==> src/rtl/cam_stream_gen.sv <==
// OV7670-style RGB565 stream source: emits vsync/href/px_data frames from an
// internal test-pattern generator, two bytes per pixel, high byte first.
module cam_stream_gen #(
    parameter int H_ACTIVE = 160,
    parameter int V_ACTIVE = 120,
    parameter int VS_PULSE = 8,
    parameter int V_FRONT  = 16,
    parameter int H_BLANK  = 16,
    parameter int V_BACK   = 16
) (
    input  logic        pclk,
    input  logic        rst,
    input  logic        enable,
    input  logic [1:0]  pattern,
    input  logic [15:0] solid_color,
    output logic        vsync,
    output logic        href,
    output logic [7:0]  px_data,
    output logic        frame_done
);

    function automatic int max2(input int a, input int b);
        return (a > b) ? a : b;
    endfunction

    localparam int BLANK_MAX = max2(max2(VS_PULSE, V_FRONT), max2(H_BLANK, V_BACK));
    localparam int CNT_W     = $clog2(BLANK_MAX) + 1;
    // x/y carry at least the bits the gradient and checker patterns read
    localparam int X_W       = max2($clog2(H_ACTIVE) + 1, 6);
    localparam int Y_W       = max2($clog2(V_ACTIVE) + 1, 6);
    localparam int BAR_LEN   = H_ACTIVE / 8;
    localparam int BC_W      = $clog2(BAR_LEN) + 1;

    typedef enum logic [2:0] {
        S_IDLE,
        S_VSYNC,
        S_VFRONT,
        S_LINE,
        S_HBLANK,
        S_VBACK
    } state_t;

    state_t              state_q, state_d;
    logic [CNT_W-1:0]    cnt_q, cnt_d;
    logic [X_W-1:0]      x_q, x_d;
    logic [Y_W-1:0]      y_q, y_d;
    logic                phase_q, phase_d;
    logic [BC_W-1:0]     bar_cnt_q, bar_cnt_d;
    logic [2:0]          bar_idx_q, bar_idx_d;
    logic [1:0]          pat_q, pat_d;
    logic [15:0]         solid_q, solid_d;

    logic                vsync_q, vsync_d;
    logic                href_q, href_d;
    logic [7:0]          px_q, px_d;
    logic                frame_done_q, frame_done_d;

    logic [15:0]         pix;
    logic                cnt_last;

    // State, counters and registered outputs; reset clears everything at once
    always_ff @(posedge pclk or posedge rst) begin
        if (rst) begin
            state_q      <= S_IDLE;
            cnt_q        <= '0;
            x_q          <= '0;
            y_q          <= '0;
            phase_q      <= 1'b0;
            bar_cnt_q    <= '0;
            bar_idx_q    <= '0;
            pat_q        <= '0;
            solid_q      <= '0;
            vsync_q      <= 1'b0;
            href_q       <= 1'b0;
            px_q         <= '0;
            frame_done_q <= 1'b0;
        end else begin
            state_q      <= state_d;
            cnt_q        <= cnt_d;
            x_q          <= x_d;
            y_q          <= y_d;
            phase_q      <= phase_d;
            bar_cnt_q    <= bar_cnt_d;
            bar_idx_q    <= bar_idx_d;
            pat_q        <= pat_d;
            solid_q      <= solid_d;
            vsync_q      <= vsync_d;
            href_q       <= href_d;
            px_q         <= px_d;
            frame_done_q <= frame_done_d;
        end
    end

    // Terminal count of the current blanking segment
    always_comb begin
        cnt_last = 1'b0;
        unique case (state_q)
            S_VSYNC:  cnt_last = (cnt_q == CNT_W'(VS_PULSE - 1));
            S_VFRONT: cnt_last = (cnt_q == CNT_W'(V_FRONT - 1));
            S_HBLANK: cnt_last = (cnt_q == CNT_W'(H_BLANK - 1));
            S_VBACK:  cnt_last = (cnt_q == CNT_W'(V_BACK - 1));
            default:  cnt_last = 1'b0;
        endcase
    end

    // Next-state and counter sequencing through the frame segments
    always_comb begin
        state_d   = state_q;
        cnt_d     = cnt_q;
        x_d       = x_q;
        y_d       = y_q;
        phase_d   = phase_q;
        bar_cnt_d = bar_cnt_q;
        bar_idx_d = bar_idx_q;
        pat_d     = pat_q;
        solid_d   = solid_q;

        unique case (state_q)
            S_IDLE: begin
                if (enable) begin
                    state_d = S_VSYNC;
                    cnt_d   = '0;
                    y_d     = '0;
                    pat_d   = pattern;
                    solid_d = solid_color;
                end
            end
            S_VSYNC: begin
                if (cnt_last) begin
                    state_d = S_VFRONT;
                    cnt_d   = '0;
                end else begin
                    cnt_d = cnt_q + 1'b1;
                end
            end
            S_VFRONT: begin
                if (cnt_last) begin
                    state_d   = S_LINE;
                    cnt_d     = '0;
                    x_d       = '0;
                    phase_d   = 1'b0;
                    bar_cnt_d = '0;
                    bar_idx_d = '0;
                end else begin
                    cnt_d = cnt_q + 1'b1;
                end
            end
            S_LINE: begin
                if (!phase_q) begin
                    phase_d = 1'b1;
                end else begin
                    phase_d = 1'b0;
                    if (x_q == X_W'(H_ACTIVE - 1)) begin
                        state_d = S_HBLANK;
                        cnt_d   = '0;
                        x_d     = '0;
                        y_d     = y_q + 1'b1;
                    end else begin
                        x_d = x_q + 1'b1;
                        // bar position tracked by a run counter instead of dividing x
                        if (bar_cnt_q == BC_W'(BAR_LEN - 1)) begin
                            bar_cnt_d = '0;
                            bar_idx_d = bar_idx_q + 1'b1;
                        end else begin
                            bar_cnt_d = bar_cnt_q + 1'b1;
                        end
                    end
                end
            end
            S_HBLANK: begin
                if (cnt_last) begin
                    cnt_d = '0;
                    // y already counts completed lines here
                    if (y_q < Y_W'(V_ACTIVE)) begin
                        state_d   = S_LINE;
                        x_d       = '0;
                        phase_d   = 1'b0;
                        bar_cnt_d = '0;
                        bar_idx_d = '0;
                    end else begin
                        state_d = S_VBACK;
                    end
                end else begin
                    cnt_d = cnt_q + 1'b1;
                end
            end
            S_VBACK: begin
                if (cnt_last) begin
                    cnt_d = '0;
                    if (enable) begin
                        state_d = S_VSYNC;
                        y_d     = '0;
                        pat_d   = pattern;
                        solid_d = solid_color;
                    end else begin
                        state_d = S_IDLE;
                    end
                end else begin
                    cnt_d = cnt_q + 1'b1;
                end
            end
            default: begin
                state_d = S_IDLE;
            end
        endcase
    end

    // Test-pattern pixel for the position the next cycle will present
    always_comb begin
        pix = '0;
        unique case (pat_q)
            2'd0: pix = solid_q;
            2'd1: begin
                unique case (bar_idx_d)
                    3'd0: pix = 16'hFFFF;
                    3'd1: pix = 16'hFFE0;
                    3'd2: pix = 16'h07FF;
                    3'd3: pix = 16'h07E0;
                    3'd4: pix = 16'hF81F;
                    3'd5: pix = 16'hF800;
                    3'd6: pix = 16'h001F;
                    default: pix = 16'h0000;
                endcase
            end
            2'd2: pix = {x_d[4:0], y_d[5:0], ~x_d[4:0]};
            default: pix = (x_d[3] ^ y_d[3]) ? 16'hFFFF : 16'h0000;
        endcase
    end

    // Output values registered alongside the state they belong to
    always_comb begin
        vsync_d      = (state_d == S_VSYNC);
        href_d       = (state_d == S_LINE);
        px_d         = '0;
        if (href_d) begin
            px_d = phase_d ? pix[7:0] : pix[15:8];
        end
        frame_done_d = (state_q == S_HBLANK) && (state_d == S_VBACK);
    end

    assign vsync      = vsync_q;
    assign href       = href_q;
    assign px_data    = px_q;
    assign frame_done = frame_done_q;

endmodule

==> config.mk <==
export PLATFORM = sky130hd
export DESIGN_NAME = cam_stream_gen
export DESIGN_NICKNAME = d
export VERILOG_FILES = /design/src/rtl/cam_stream_gen.sv
export SDC_FILE = /design/constraint.sdc
export NUM_CORES = 1
export LEC_CHECK = 0
export ABC_CLOCK_PERIOD_IN_PS = 7400
export BUFFER_PORTS_ARGS = -buffer_cell sky130_fd_sc_hd__buf_2
export CAP_MARGIN = 20
export CORE_MARGIN = 8
export CORE_UTILIZATION = 36
export DETAILED_ROUTE_END_ITERATION = 16
export PLACE_DENSITY = 0.6
export SKIP_LAST_GASP = 1
export SYNTH_ARGS = -nofsm -noshare
export SYNTH_HDL_FRONTEND = slang
export SYNTH_SLANG_ARGS = --single-unit
==> constraint.sdc <==
create_clock -name pclk -period 7.4 [get_ports pclk]
set_clock_uncertainty 0.15 [all_clocks]
set_input_delay 1.48 -clock pclk [delete_from_list [all_inputs] [get_ports pclk]]
set_output_delay 1.48 -clock pclk [all_outputs]
set_load 0.01 [all_outputs]
== After elaboration in Yosys (flattened, before gate mapping) ==
Index checks and enable logic that the tools add are counted.
Word-level totals
  bits in writable memories: 0
  flip-flop bits (word level): 64
  output and inout port bits: 11
  input bits: 21
  memory bits (read-only): 0
  memories: 0
  logic and storage cells: 123
  bits in latches: 0
Cells by class
  shift-type cells: 0
  reductions and logical operators: 15
  add/subtract/negate cells: 5
  bitwise gates (word level): 2
  $mul: 0
  equal/unequal tests: 28
  mux-type cells: 57
  div/mod/pow operators: 0
  order comparisons: 1
Operators by type and width (number)
  case mux 16 bit (7 select lines): 1
  two-way mux 16 bit: 3
  two-way mux 8 bit: 6
  case mux 16 bit (3 select lines): 1
  two-way mux 9 bit: 5
  two-way mux 3 bit: 14
  two-way mux 6 bit: 6
  case mux 16 bit (2 select lines): 1
  case mux 9 bit (3 select lines): 1
  case mux 8 bit (3 select lines): 1
  two-way mux 5 bit: 4
  equality test 3 bit, second input constant: 6
  case mux 3 bit (6 select lines): 1
  case mux 6 bit (3 select lines): 1
  != test 2 bit, second input constant: 8
  equality test 3 x 2 -> 1 bit, second input constant: 5
  case mux 5 bit (3 select lines): 1
  adder 9 x 1 -> 9 bit, second input constant: 1
  equality test 3 x 1 -> 1 bit, second input constant: 3
  equality test 9 x 8 -> 1 bit, second input constant: 1
  case mux 3 bit (3 select lines): 1
  nonzero test 3 bit: 3
  adder 8 x 1 -> 8 bit, second input constant: 1
  less-than comparator 8 x 7 -> 1 bit, second input constant: 1
  other kinds (25): 32

== Longest topological paths before layout ==
  depth after elaboration: 10
  mapped depth: 9
  depth with buffers taken out: 9

== Least setup slack after synthesis ==
OpenSTA, ideal clock, no wires.
  path kind: input to register
  start: input port enable
  end: register px_q[2] (netlist: px_data[2])
  stages: 7
  path buffers: 0
  data required time: 7.146 ns
  setup slack: 4.513 ns
  arrival: 2.633 ns
  library setup time: 0.104 ns
  cell sequence: nor3b_1 -> o21bai_1 -> a21oi_1 -> o211ai_2 -> xor2_1 -> o21ai_4 -> a221oi_1
Between the ends
  longest elaborated chain between the ends: 8
  elaborated cells between the ends (all ways): 13
  classes of those cells: 1 x eq/ne; 11 x mux; 1 x bitwise
Ends and longest elaborated chain
  start: declaration: RTL line 13  | input logic enable,
  two-way mux 8 bit (*): RTL line 120, 190
  two-way mux 8 bit: RTL line 188  | if (cnt_last) begin
  case mux 8 bit (3 select lines) (*): RTL line 118  | unique case (state_q)
  named net y_d[3]: RTL line 46  | logic [Y_W-1:0] y_q, y_d;
  XOR 1 bit (*): RTL line 226  | default: pix = (x_d[3] ^ y_d[3]) ? 16'hFFFF : 16'h0000;
  two-way mux 16 bit (*): RTL line 226
  case mux 16 bit (3 select lines) (*): RTL line 211  | unique case (pat_q)
  two-way mux 8 bit (*): RTL line 236  | px_d = phase_d ? pix[7:0] : pix[15:8];
  two-way mux 8 bit (*): RTL line 235  | if (href_d) begin
  named net px_d[2]: RTL line 55  | logic [7:0] px_q, px_d;
  end signal: assignment: RTL line 89  | px_q <= px_d;
  end: declaration: RTL line 55
The timed path passes the listed nets; every way through them passes the cells marked *. The select of a mux whose other input is x is not followed.
A chain may end at the register's enable or synchronous reset.

== Final worst setup path ==
  start: register state_q[0]
  end: register px_q[3] (netlist: px_data[3])
Between the ends
  longest elaborated chain between the ends: 10
  elaborated cells between the ends (all ways): 42
  classes of those cells: 12 x eq/ne; 25 x mux; 2 x bitwise; 3 x reduce/logical
Ends and longest elaborated chain
  start: declaration: RTL line 43  | state_t state_q, state_d;
  start signal: assignment: RTL line 78  | state_q <= state_d;
  equality test 3 bit or equality test 3 x 2 -> 1 bit (tied branches): RTL line 97, 118
  OR reduction 3 bit (no line)
  case mux 1 bit (2 select lines): RTL line 97  | unique case (state_q)
  two-way mux 3 bit, or another cell as far along: RTL line 171  | if (cnt_last) begin
  case mux 3 bit (3 select lines), or another cell as far along: RTL line 118
  equality test 3 bit, or another cell as far along: RTL line 214  | unique case (bar_idx_d)
  case mux 16 bit (7 select lines) or two-way mux 16 bit (tied branches): RTL line 214, 226
  case mux 16 bit (3 select lines): RTL line 211
  two-way mux 8 bit: RTL line 236
  two-way mux 8 bit (*): RTL line 235
  named net px_d[3]: RTL line 55
Marked as above.

==> impl_metrics.py <==
metrics = {
    "outcome": {
        "status": "finished, final reports clean",
    },
    "routing": {
        "first_pass_iters": 4,
        "drc": 0,
        "wl_per_cell_um": 16.5,
        "via_per_inst": 5.55,
        "dr_total_vias": 3058,
        "dr.first_iter.drc_count": 241,
        "routed_wl_mm": 9.07,
        "antenna_left": 0,
    },
    "cts": {
        "cts_tree": "yes",
        "clk_latency_ns": 0.34,
        "cts-htree-levels": 3,
        "ctsRootBufferMaster": "clkbuf_8",
        "clock-sinks": 64,
        "cts-resized-gates": 0,
        "cts_buffers": 9,
        "hold_buffers": 0,
        "clkTransAtPathRegs_ns": 0.07,
        "post_cts_buffers": 0,
        "cts_buffer_depth": 2,
    },
    "synth": {
        "synth_area_um2": 3630,
        "synth-edff-count": 0,
        "yosys_register_bits": 64,
        "synthCells": 385,
        "synth_top_cell_by_area": "dfrtp_1",
        "synth_top_area_share_pct": 44.1,
        "synthFlopType": "dfrtp_1",
        "ys_seq_area_share_pct": 44.1,
        "async_flop_share_pct": 100,
        "avgSynthCellArea_um2": 9.43,
        "ys_top_cells_by_area": "dfrtp_1 44%, mux2_2 5.9%, o21ai_0 4.4%, nand2_1 4.0%, a21oi_1 3.7%",
        "netlist-cell-type-count": 68,
        "ys_warn_count": 0,
        "syn-num-nets": 411,
    },
    "cells_and_area": {
        "final_util_pct": 41.6,
        "mostFrequentLayoutCells": "64 x dfrtp_1, 39 x nand2_1, 33 x nor2_1",
        "n_antenna_cell": 0,
        "drive_gt1_share_pct": 19.4,
        "fin_nets": 441,
        "fill_cells": 992,
        "final_common_cell": "dfrtp_1",
        "area_growth_pct": 12.0,
    },
    "worst_setup_path": {
        "endpoint_kind": "register",
        "required_ns": 7.47,
        "start_kind": "register",
        "cp.arrival_ns": 3.19,
        "slowest_stage": "a211oi_1",
        "crit_fanout": 18,
        "cpMostUsedCell": "a21oi_1",
        "max_stage_delay_ns": 0.69,
        "criticalPathCategory": "register to register",
        "path_cells": "nand3b_1, a211oi_1, and2_1, o31a_1, a21oi_1, o221ai_1, a21oi_1",
    },
    "global_route": {
        "grt_pass1_wl_mm": 15.6,
        "overflow": 0,
        "grt_start_max_net_pins": 65,
        "grt_antenna_before_repair": 0,
        "grt_usage_pct": 14.6,
        "grt_pass1_vias": 3094,
    },
    "power_and_ir_drop": {
        "cellLeakagePower_uw": 0.00185,
        "power_density_nw_per_um2": 166,
        "vdd_drop_max_mv": 0.0881,
    },
    "placement": {
        "place_congestion": 0.829,
        "numPortBuffers": 31,
        "dp_hpwl_mm": 6.52,
    },
    "hold_path": {
        "hp-class": "register to register",
    },
    "sta": {
        "setup_tns_ns": 0,
        "tightest_slew_ns": 0.891,
        "maxSlewViolCount": 0,
        "maxClockFrequency_ghz": 0.320,
        "period_needed_ns": 3.12,
        "setup_viol": 0,
        "fin_crit_sh_pct": 42.2,
        "rsz0062_at_grt": "no",
        "max_slew_margin_pct": 39.8,
        "final-hold-violation-count": 0,
    },
    "floorplanning": {
        "ioPinCount": 32,
        "die_w_um": 116,
        "core-area_um2": 9770,
        "die_h_um": 116,
        "initial_core_util_pct": 37.1,
        "num_rows": 36,
        "die_area_um2": 13600,
    },
    "run": {
        "cap_viol_max_count": 0,
    },
}
-- path summary, 6_finish.rpt --
check | from | endpoint | slack (ns) | cells after the start
setup / recovery | state_q[0]$_DFF_PP0_ | px_data[3]$_DFF_PP0_ | 4.28 | 7
hold / removal | solid_q[14]$_DFFE_PP0P_ | solid_q[14]$_DFFE_PP0P_ | 0.35 | 1
setup reg to reg | state_q[0]$_DFF_PP0_ | px_data[3]$_DFF_PP0_ | 4.28 | 7
hold reg to reg | solid_q[14]$_DFFE_PP0P_ | solid_q[14]$_DFFE_PP0P_ | 0.35 | 1
max in group asynchronous | rst | x_q[6]$_DFFE_PP0P_ | 5.36 | 3
min in group asynchronous | rst | solid_q[6]$_DFFE_PP0P_ | 1.20 | 3
-- cell type report --
type	instances	area, µm²	area share [%]
clock buffers	10	138	3.38
clock inverters	4	22.5	0.554
inverters	15	56.3	1.38
multi-input cells	292	1910	47.0
flip-flops and latches	64	1600	39.4
well taps	133	166	4.09
repair buffers	33	170	4.18
-- logic make-up after synthesis --
| logic type | count (synthesis) | synth area share (%) |
|---|---|---|
| flops | 64 | 44.1 |
| mux | 19 | 5.89 |
| fa+ha+maj | 5 | 1.72 |
| xor+xnor | 6 | 1.45 |
| buf+inv | 29 | 3.20 |
| compound gates | 119 | 22.2 |
| simple gates | 143 | 21.4 |
-- per-layer routing --
layer  share of wire, %  vias to the layer above  track usage (%)
met5                  0                        -                0
met1                 48                     1471             19.7
met2                 45                       81             22.1
li1                   -                     1494                -
met4                1.4                        0             5.01
met3                6.1                       12             3.77
-- power breakdown --
group / internal [µW] / switching [µW]
Combinational: 19.8 / 25.8
Sequential: 359 / 5.79
Clock: 125 / 139
-- flip-flops by register name, summed over array words and instances, names as in the netlist --
| register | cells |
|---|---|
| state_q | 3 |
| x_q | 9 |
| bar_idx_q | 3 |
| cnt_q | 5 |
| href | 1 |
| px_data | 8 |
| solid_q | 16 |
| vsync | 1 |
| bar_cnt_q | 6 |
| y_q | 8 |
| phase_q | 1 |
| frame_done | 1 |
| pat_q | 2 |
-- critical path, delay by kind of cell (launching register included) --
family / cells / cell delay (ns)
compound gates: 5 / 1.32
flops: 1 / 0.64
simple gates: 2 / 0.88
-- cell usage after synthesis (2+ instances only) --
| cell | n |
|---|---|
| nand4_1 | 8 |
| nand2b_1 | 2 |
| a22o_1 | 3 |
| xor2_1 | 5 |
| nand3_1 | 13 |
| o211ai_1 | 2 |
| nor3_1 | 9 |
| buf_2 | 6 |
| and3_1 | 6 |
| nand2_1 | 39 |
| o22ai_1 | 3 |
| nand3b_1 | 3 |
| and2_1 | 4 |
| dfrtp_1 | 64 |
| o31ai_1 | 3 |
| a31oi_1 | 5 |
| a221oi_1 | 2 |
| nor3b_1 | 4 |
| nor2b_1 | 2 |
| o21ai_1 | 2 |
| a311oi_1 | 4 |
| and4_1 | 4 |
| o21a_1 | 3 |
| o41ai_1 | 5 |
| or2_2 | 2 |
| o21ai_0 | 32 |
| clkbuf_1 | 7 |
| inv_1 | 15 |
| a21oi_1 | 27 |
| nor2_1 | 33 |
| a21o_1 | 5 |
| o221ai_1 | 2 |
| ha_1 | 5 |
| a211o_1 | 3 |
| and3b_1 | 2 |
| mux2_2 | 19 |
-- stage by stage --
stage	hold slack, ns	instance area (µm²)	instances	total power, µW	setup slack, ns
final	0.354	4070	551	675	4.28
after global routing	0.380	4070	551	703	3.94
after CTS	0.353	4070	551	681	4.26
after detailed placement	0.339	3910	537	419	4.04
after global placement	0.318	3910	537	418	4.05
after floorplan	0.294	3630	385	398	4.17
Note: power is estimated with default switching activity, not from simulation.
